**src/rtl/gcd_pkg.sv**
```systemverilog
`timescale 1ns/1ps
// Shared definitions for the binary GCD engine.
// Latency: n/a (types and constant functions only).
// Backpressure: n/a.
package gcd_pkg;

  // Engine control states; one datapath step is taken per cycle in SHIFT/REDUCE.
  typedef enum logic [1:0] {
    IDLE   = 2'd0,
    SHIFT  = 2'd1,
    REDUCE = 2'd2,
    DONE   = 2'd3
  } gcdState_e;

  // Worst-case cycles from request acceptance to out_valid for a given operand width.
  function automatic int latencyBound(input int width);
    return 3 * width + 3;
  endfunction

endpackage

```
**src/rtl/gcd_step.sv**
```systemverilog
`timescale 1ns/1ps
// Combinational single step of Stein's GCD: common-factor extraction or one reduction.
// Latency: 0 cycles (pure combinational).
// Backpressure: none; the caller decides when to commit the step.
module gcd_step
  import gcd_pkg::*;
#(
  parameter int WIDTH = 32,
  parameter int KW    = 5
) (
  input  logic             reduceMode,
  input  logic [WIDTH-1:0] a,
  input  logic [WIDTH-1:0] b,
  input  logic [KW-1:0]    k,
  output logic [WIDTH-1:0] aNext,
  output logic [WIDTH-1:0] bNext,
  output logic [KW-1:0]    kNext,
  output logic             done,
  output logic             toReduce,
  output logic [WIDTH-1:0] result,
  output logic             bothZero
);

  // One step: SHIFT strips shared factors of two, REDUCE applies the first matching rule.
  always_comb begin
    aNext    = a;
    bNext    = b;
    kNext    = k;
    done     = 1'b0;
    toReduce = 1'b0;
    result   = '0;
    bothZero = 1'b0;
    if (!reduceMode) begin
      if (a == '0 || b == '0) begin
        // gcd(x,0)=x; OR picks whichever operand is nonzero.
        done     = 1'b1;
        result   = a | b;
        bothZero = (a == '0) && (b == '0);
      end else if (!a[0] && !b[0]) begin
        aNext = a >> 1;
        bNext = b >> 1;
        kNext = k + KW'(1);
      end else begin
        toReduce = 1'b1;
      end
    end else begin
      if (a == b) begin
        // a never exceeds the original operands shifted right by k, so this cannot overflow.
        done   = 1'b1;
        result = a << k;
      end else if (!a[0]) begin
        aNext = a >> 1;
      end else if (!b[0]) begin
        bNext = b >> 1;
      end else if (a > b) begin
        aNext = a - b;
      end else begin
        bNext = b - a;
      end
    end
  end

endmodule

```
**src/rtl/gcd_engine.sv**
```systemverilog
`timescale 1ns/1ps
// Binary GCD engine with tagged request/result handshakes and a per-operation cycle count.
// Latency: at most 3*WIDTH+3 cycles from acceptance to out_valid (2 when an operand is 0).
// Backpressure: result held in DONE until out_ready; in_ready only while IDLE.
module gcd_engine
  import gcd_pkg::*;
#(
  parameter int WIDTH = 32,
  parameter int TAG_W = 4,
  parameter int CYC_W = 16
) (
  input  logic             clk,
  input  logic             reset,
  input  logic             clear,
  input  logic             in_valid,
  output logic             in_ready,
  input  logic [WIDTH-1:0] in_a,
  input  logic [WIDTH-1:0] in_b,
  input  logic [TAG_W-1:0] in_tag,
  output logic             out_valid,
  input  logic             out_ready,
  output logic [WIDTH-1:0] out_gcd,
  output logic [TAG_W-1:0] out_tag,
  output logic             out_zero,
  output logic [CYC_W-1:0] out_cycles
);

  localparam int KW = $clog2(WIDTH);

  gcdState_e        state;
  gcdState_e        stateNext;
  logic [WIDTH-1:0] aReg;
  logic [WIDTH-1:0] bReg;
  logic [KW-1:0]    kReg;
  logic [TAG_W-1:0] tagReg;
  logic [CYC_W-1:0] cycCnt;
  logic [WIDTH-1:0] gcdReg;
  logic             zeroReg;
  logic [WIDTH-1:0] aNext;
  logic [WIDTH-1:0] bNext;
  logic [KW-1:0]    kNext;
  logic             stepDone;
  logic             stepToReduce;
  logic [WIDTH-1:0] stepResult;
  logic             stepBothZero;
  logic             accept;
  logic             busy;

  // Gating with reset keeps acceptance impossible while reset is held.
  assign in_ready   = (state == IDLE) && reset;
  assign accept     = in_valid && in_ready && !clear;
  assign busy       = (state == SHIFT) || (state == REDUCE);
  assign out_valid  = (state == DONE);
  assign out_gcd    = gcdReg;
  assign out_tag    = tagReg;
  assign out_zero   = zeroReg;
  assign out_cycles = cycCnt;

  gcd_step #(
    .WIDTH (WIDTH),
    .KW    (KW)
  ) uStep (
    .reduceMode (state == REDUCE),
    .a          (aReg),
    .b          (bReg),
    .k          (kReg),
    .aNext      (aNext),
    .bNext      (bNext),
    .kNext      (kNext),
    .done       (stepDone),
    .toReduce   (stepToReduce),
    .result     (stepResult),
    .bothZero   (stepBothZero)
  );

  // State register.
  always_ff @(posedge clk or negedge reset) begin
    if (!reset) state <= IDLE;
    else        state <= stateNext;
  end

  // Next-state logic; clear overrides every transition including both handshakes.
  always_comb begin
    stateNext = state;
    unique case (state)
      IDLE:    if (accept) stateNext = SHIFT;
      SHIFT: begin
        if (stepDone)          stateNext = DONE;
        else if (stepToReduce) stateNext = REDUCE;
      end
      REDUCE:  if (stepDone) stateNext = DONE;
      DONE:    if (out_ready) stateNext = IDLE;
      default: stateNext = IDLE;
    endcase
    if (clear) stateNext = IDLE;
  end

  // Operand, counter and result registers: load on accept, step while busy, hold otherwise.
  always_ff @(posedge clk or negedge reset) begin
    if (!reset) begin
      aReg    <= '0;
      bReg    <= '0;
      kReg    <= '0;
      tagReg  <= '0;
      cycCnt  <= '0;
      gcdReg  <= '0;
      zeroReg <= 1'b0;
    end else if (!clear) begin
      if (accept) begin
        aReg   <= in_a;
        bReg   <= in_b;
        tagReg <= in_tag;
        kReg   <= '0;
        cycCnt <= '0;
      end else if (busy) begin
        aReg   <= aNext;
        bReg   <= bNext;
        kReg   <= kNext;
        cycCnt <= (&cycCnt) ? cycCnt : cycCnt + CYC_W'(1);
        if (stepDone) begin
          gcdReg  <= stepResult;
          zeroReg <= stepBothZero;
        end
      end
    end
  end

endmodule

```
**config.mk**
```make
export PLATFORM = sky130hd
export DESIGN_NAME = gcd_engine
export DESIGN_NICKNAME = d
export VERILOG_FILES = /design/src/rtl/gcd_pkg.sv /design/src/rtl/gcd_step.sv /design/src/rtl/gcd_engine.sv
export SDC_FILE = /design/constraint.sdc
export NUM_CORES = 1
export LEC_CHECK = 0
export ABC_AREA = 1
export CAP_MARGIN = 20
export CELL_PAD_IN_SITES_DETAIL_PLACEMENT = 2
export CELL_PAD_IN_SITES_GLOBAL_PLACEMENT = 2
export CORE_MARGIN = 1
export CORE_UTILIZATION = 32
export CTS_CLUSTER_SIZE = 8
export DETAILED_ROUTE_END_ITERATION = 12
export PLACE_DENSITY = 0.92
export SLEW_MARGIN = 40
export SYNTH_ARGS = -nofsm -noshare
export SYNTH_HDL_FRONTEND = slang
export SYNTH_HIERARCHICAL = 1
export SYNTH_SLANG_ARGS = --single-unit
```
**constraint.sdc**
```tcl
create_clock -name clk -period 3.6 [get_ports clk]
set_input_delay 1.08 -clock clk [delete_from_list [all_inputs] [get_ports clk]]
set_output_delay 1.08 -clock clk [all_outputs]
set_load 0.05 [all_outputs]
```
After elaboration in Yosys (flattened, before gate mapping):

Cells that the tools add are included.
W data, S select, Z words.

* register bits: 124
* logic and storage cells: 106
* output and inout port bits: 55

* shifts and indexed selects: 1
* reduce and logical (&&, ||, !) cells: 26
* mux-type cells: 44
* equal/unequal tests: 17
* order comparisons: 1
* add/sub/neg operators: 4
* bitwise logic cells: 3

Operators with widths (count)
* $mux W32: 21
* $logic_not A32 Y1: 2
* $sub A32 B32 Y32: 2
* $mux W16: 3
* $eq A32 B32 Y1: 1
* $gt A32 B32 Y1: 1
* $or A32 B32 Y32: 1
* $shl A32 B5 Y32: 1
* $mux W5: 5
* $add A16 B1 Y16 const B: 1
* $ne A4 B4 Y1 const B: 4
* $reduce_and A16 Y1: 1
* $reduce_and A7 Y1: 2
* $mux W2: 6
* $ne A3 B3 Y1 const B: 4
* $reduce_and A5 Y1: 2
* $mux W1: 8
* $pmux W2 S4: 1
* $reduce_and A4 Y1: 2
* $ne A2 B2 Y1 const B: 3
* $ne A3 B2 Y1 const B: 2
* $reduce_and A6 Y1: 1
* $add A5 B1 Y5 const B: 1
* $logic_and A1 B1 Y1: 5
* 10 further kinds: 16

Logic depth before layout (Yosys ltp):

* depth after elaboration: 9
* gate-level depth with buffers: 24
* depth with buffers taken out: 21

Cells and area by module:

Netlist, hierarchy kept.

Modules (own cells, without submodules)
* gcd_step: times used 1, area each 9562.9 µm², cells an instance 1915
* gcd_engine: times used 1, area each 5880.6 µm², cells an instance 646

Least setup slack after synthesis:

OpenSTA, ideal clock, no wires.

* path type: register -> register
* start point: register aReg[0]
* end point: register aReg[21]
* clock period less this slack: 2.990 ns
* setup slack: 0.610 ns
* data required time: 3.475 ns
* stages on the path, launching flop included: 25
* arrival time: 2.865 ns
* library setup time: 0.125 ns
* cells stage by stage: dfrtp_1 > inv_1 > buf_2 > clkbuf_1 > ha_1 > fa_1 > inv_1 > nand2_1 > nand2_1 > nand2_1 > nand2_2 > nand2_1 > nand2_2 > nand2_2 > nand2_2 > nand3_4 > inv_2 > buf_6 > nand2_1 > nand3_1 > nand2_1 > nand2_1 > nand2_1 > nand2_1 > nand3_1

* cells in the longest elaborated chain, start to end: 8

Ends and longest elaborated chain
* start: declaration: RTL line gcd_engine.sv:32 `logic [WIDTH-1:0] aReg;`
* start signal: assignment: RTL line gcd_engine.sv:110 `aReg <= in_a;`
* start signal: assignment: RTL line gcd_engine.sv:116 `aReg <= aNext;`
* $sub A32 B32 Y32: RTL line gcd_step.sv:56 `aNext = a - b;`
* $mux W32: RTL line gcd_step.sv:55 `end else if (a > b) begin`
* $mux W32: RTL line gcd_step.sv:53 `end else if (!b[0]) begin`
* $mux W32 *: RTL line gcd_step.sv:51 `end else if (!a[0]) begin`
* $mux W32 *: RTL line gcd_step.sv:47 `if (a == b) begin`
* $mux W32 *: RTL line gcd_step.sv:33 `if (!reduceMode) begin`
* named net aNext[21]: RTL line gcd_engine.sv:39 `logic [WIDTH-1:0] aNext;`
* $mux W32 *: RTL line gcd_engine.sv:115 `end else if (busy) begin`
* $mux W32 *: RTL line gcd_engine.sv:109 `if (accept) begin`

The timed path passes the listed nets; every way through them passes the cells marked *. The select of a mux whose other input is x is not followed.
A chain may end at the register's enable or synchronous reset.

Worst setup path after layout:

* start point: register bReg[3]
* end point: register aReg[15]

* cells in the longest elaborated chain, start to end: 8

Ends and longest elaborated chain
* start: declaration: RTL line gcd_engine.sv:33 `logic [WIDTH-1:0] bReg;`
* start signal: assignment: RTL line gcd_engine.sv:111 `bReg <= in_b;`
* start signal: assignment: RTL line gcd_engine.sv:117 `bReg <= bNext;`
* $sub A32 B32 Y32: RTL line gcd_step.sv:56
* $mux W32: RTL line gcd_step.sv:55
* $mux W32: RTL line gcd_step.sv:53
* $mux W32: RTL line gcd_step.sv:51
* $mux W32: RTL line gcd_step.sv:47
* $mux W32: RTL line gcd_step.sv:33
* named net aNext[15]: RTL line gcd_engine.sv:39
* $mux W32: RTL line gcd_engine.sv:115
* $mux W32: RTL line gcd_engine.sv:109

The timed path passes the listed nets, and every way through them passes these cells. The select of a mux whose other input is x is not followed.

==> results.py <==
metrics = {
    "outcome": {
        "status": "finished clean",
    },
    "setup_path": {
        "worstPathMaxFanout": 6,
        "r2r_end": "aReg[15]",
        "startpoint": "bReg[3]",
        "r2r_start": "bReg[3]",
        "r2r_cells": 18,
        "critical_path_required_ps": 4010,
        "start_kind": "flop",
        "crit_type": "flop to flop",
        "crit_path_end": "aReg[15]",
        "reg2reg_slack_ps": 70,
        "arrival_ps": 3940,
        "end_kind": "flop",
    },
    "logic_synthesis": {
        "synth.most_common_cell": "nand2_1",
        "syn-cell-area_um2": 15440,
        "synthFlopType": "dfrtp_1",
        "async_reset_ff_frac": 1.000,
        "synth_cell_type_count": 53,
        "syn_area_per_cell_um2": 6.030,
        "syn_nets": 2737,
        "synth-seq-area-share": 0.2009,
        "netlist_instances": 2561,
        "ys_ff_latch": 124,
        "synth_area_leaders": "nand2_1 (21%), dfrtp_1 (20%), nand3_1 (9.8%)",
        "synth_edf_count": 0,
        "synth_top_area_cell": "nand2_1",
        "synth_common_cells": "nand2_1 (864), nand3_1 (302), inv_1 (252)",
        "yosysTopAreaCellShare": 0.2100,
        "synth-warning-count": 6,
    },
    "placement": {
        "place_ws_ps": 84.72,
        "gp_congestion": 1.003,
        "placed_cell_area_um2": 18090,
        "dp_cells": 3326,
        "port_buffers": 127,
        "dp_hpwl_um": 75750,
    },
    "layout": {
        "nNetsFinal": 2906,
        "drive_above_1_share": 0.1072,
        "stdcell_count": 3357,
        "finalInstanceArea_um2": 18700,
        "postLayoutCoreUtil": 0.3925,
        "num_antenna_cells": 0,
        "area_delta_synth_final_pct": 21.09,
    },
    "timing": {
        "rsz0062_at_grt": "true",
        "finalClockSkew_ps": 13.54,
        "period_needed_ps": 3528,
        "hold_viol_final": 0,
        "final_max_slew_viol_count": 0,
        "finalSetupViolCount": 0,
        "fin_crit_sh": 0.9800,
        "setup_slack_ps": 72.06,
        "fmax_mhz": 283.5,
        "worst_slew_pin_slew_ps": 1031,
        "holdWs_ps": 484.8,
        "relSlewSlack": 0.3054,
        "setup_tns_ps": 0,
    },
    "power": {
        "clkPwrFrac": 0.079,
        "p_switching_mw": 14.47,
        "seqPwrFrac": 0.099,
        "swShare": 0.6507,
        "p_total_mw": 22.24,
        "ir_drop_mv": 0.4972,
        "p_leak_nw": 9.415,
        "p_int_mw": 7.768,
        "p_comb_frac": 0.822,
        "cellPowerDensity_nw_per_um2": 1189,
    },
    "route": {
        "ant_nets": 0,
        "vias_per_cell": 5.931,
        "firstDrtPassIters": 5,
        "drc": 0,
        "dr_total_vias": 19911,
        "wire_per_inst_um": 29.19,
        "wl_um": 97980,
        "drtIter0Drc": 1647,
    },
    "clock_tree": {
        "root_buffer": "clkbuf_16",
        "clock-sinks": 124,
        "cts_max_level": 4,
        "numCtsBuffers": 17,
        "hold_buffers": 0,
        "worstSkewPairLatency_ps": 480,
        "clkTransAtPathRegs_ps": 70,
        "clk_path_buf_depth": 2,
        "cts_setup_buffers": 0,
        "cts_tree": "yes",
    },
    "global_routing": {
        "grtUsageTotal": 0.3927,
        "antenna_found_initial": 7,
        "grt_overflow": 0,
        "grt_pass1_vias": 21441,
        "grt_pass1_wl_um": 142100,
        "grt_max_degree": 85,
    },
    "min_path": {
        "hold-path-cell-count": 2,
        "min_path_type": "flop to flop",
    },
    "job": {
        "cap_violations": 0,
    },
    "floorplan": {
        "fp-row-count": 80,
        "initial_utilization": 0.3241,
        "dieWidth_um": 221.7,
        "io_pins": 128,
        "core_um2": 47650,
        "die_h_um": 221.7,
        "die-area_um2": 49140,
    },
}
-- placed cells by master (no fill, tap or decap), types with 5 or more instances in the layout --
| master | instances |
|---|---|
| mux2_4 | 30 |
| o21ai_1 | 8 |
| nand3_1 | 302 |
| o221ai_1 | 7 |
| xor2_1 | 38 |
| o21ai_2 | 10 |
| nand2_1 | 863 |
| nand2_2 | 14 |
| nor2_4 | 7 |
| buf_4 | 132 |
| nand4_1 | 39 |
| a21oi_1 | 205 |
| inv_1 | 249 |
| buf_12 | 10 |
| nor2_2 | 13 |
| inv_2 | 16 |
| nor3_1 | 14 |
| nand2_4 | 6 |
| mux2i_1 | 12 |
| clkbuf_1 | 5 |
| nor2_1 | 155 |
| nor4_1 | 6 |
| clkdlybuf4s50_1 | 125 |
| clkbuf_16 | 17 |
| o211ai_1 | 24 |
| o21bai_1 | 12 |
| o21ai_0 | 134 |
| dfrtp_1 | 124 |
| ha_1 | 97 |
| o22ai_1 | 7 |
-- critical path, stage by stage, from the launching register on --
cell and delay [ps]:
dfrtp_1 460, inv_1 150, ha_1 510, nor2_1 90
buf_4 170, nand2_1 110, inv_1 70, nand2_1 70
nand3_1 290, nand2_1 150, nand3_1 210, buf_4 220
xor2_1 410, nand2_1 110, nand3_1 100, nand2_1 80
nand3_1 90, nand2_1 70, nand3_1 120
-- power groups by stage --
stage	registers, mW	clock network [mW]	logic, mW
floorplan	2.30	0	9.21
global placement	2.15	0	16.5
detailed placement	2.20	0	17.2
CTS	2.19	1.77	17.4
global route	2.24	1.83	18.9
finish	2.20	1.76	18.3
-- flip-flops by register name, indices dropped and copies added (netlist names) --
register	count
bReg	32
out_cycles	16
out_zero	1
aReg	32
kReg	5
out_gcd	32
state	2
out_tag	4
-- how the worst min path moves through the flow --
| stage | from | to | slack [ps] |
|---|---|---|---|
| finish | out_tag[2] | out_tag[2] | 480 |
| global route | out_tag[2] | out_tag[2] | 510 |
| CTS | out_tag[2] | out_tag[2] | 490 |
| detailed placement | out_tag[0] | out_tag[0] | 480 |
| global placement | out_tag[3] | out_tag[3] | 460 |
| floorplan | kReg[0] | kReg[0] | 500 |
-- layer usage --
metal / vias to the layer above / wire [um] / track usage
met3: 361 / 6455 / 0.07275
li1: 8662 / - / -
met4: 4 / 8601 / 0.3067
met2: 944 / 45450 / 0.6506
met5: - / 21 / 0
met1: 9940 / 37460 / 0.4468
-- final cells by class --
class | count | area (um^2)
Tap cell | 615 | 769.5
Inverter | 275 | 1054
Timing Repair Buffer | 270 | 2476
Clock buffer | 26 | 499.2
Sequential cell | 124 | 3103
Multi-Input combinational cell | 2042 | 10740
Clock inverter | 5 | 58.81
Fill cell | 5880 | 28950
-- cell families after synthesis --
kind of cell / after synthesis / synth area share
AOI/OAI and AO/OA: 421 / 0.1488
xor gates and xnor gates: 39 / 0.02212
muxes: 45 / 0.03913
DFF: 124 / 0.2009
adders and majority gates: 103 / 0.08442
and+or+nand+nor: 1434 / 0.3981
buffers and inverters: 395 / 0.1065
-- repair_timing --
| item | CTS | global route |
|---|---|---|
| setup endpoints to repair | 1 | 50 |
| endpoints found under the hold margin | 0 | 0 |
| resized for setup | 1 | 15 |
| cloned | 0 | 0 |
Power figures use the tool's default switching activity.
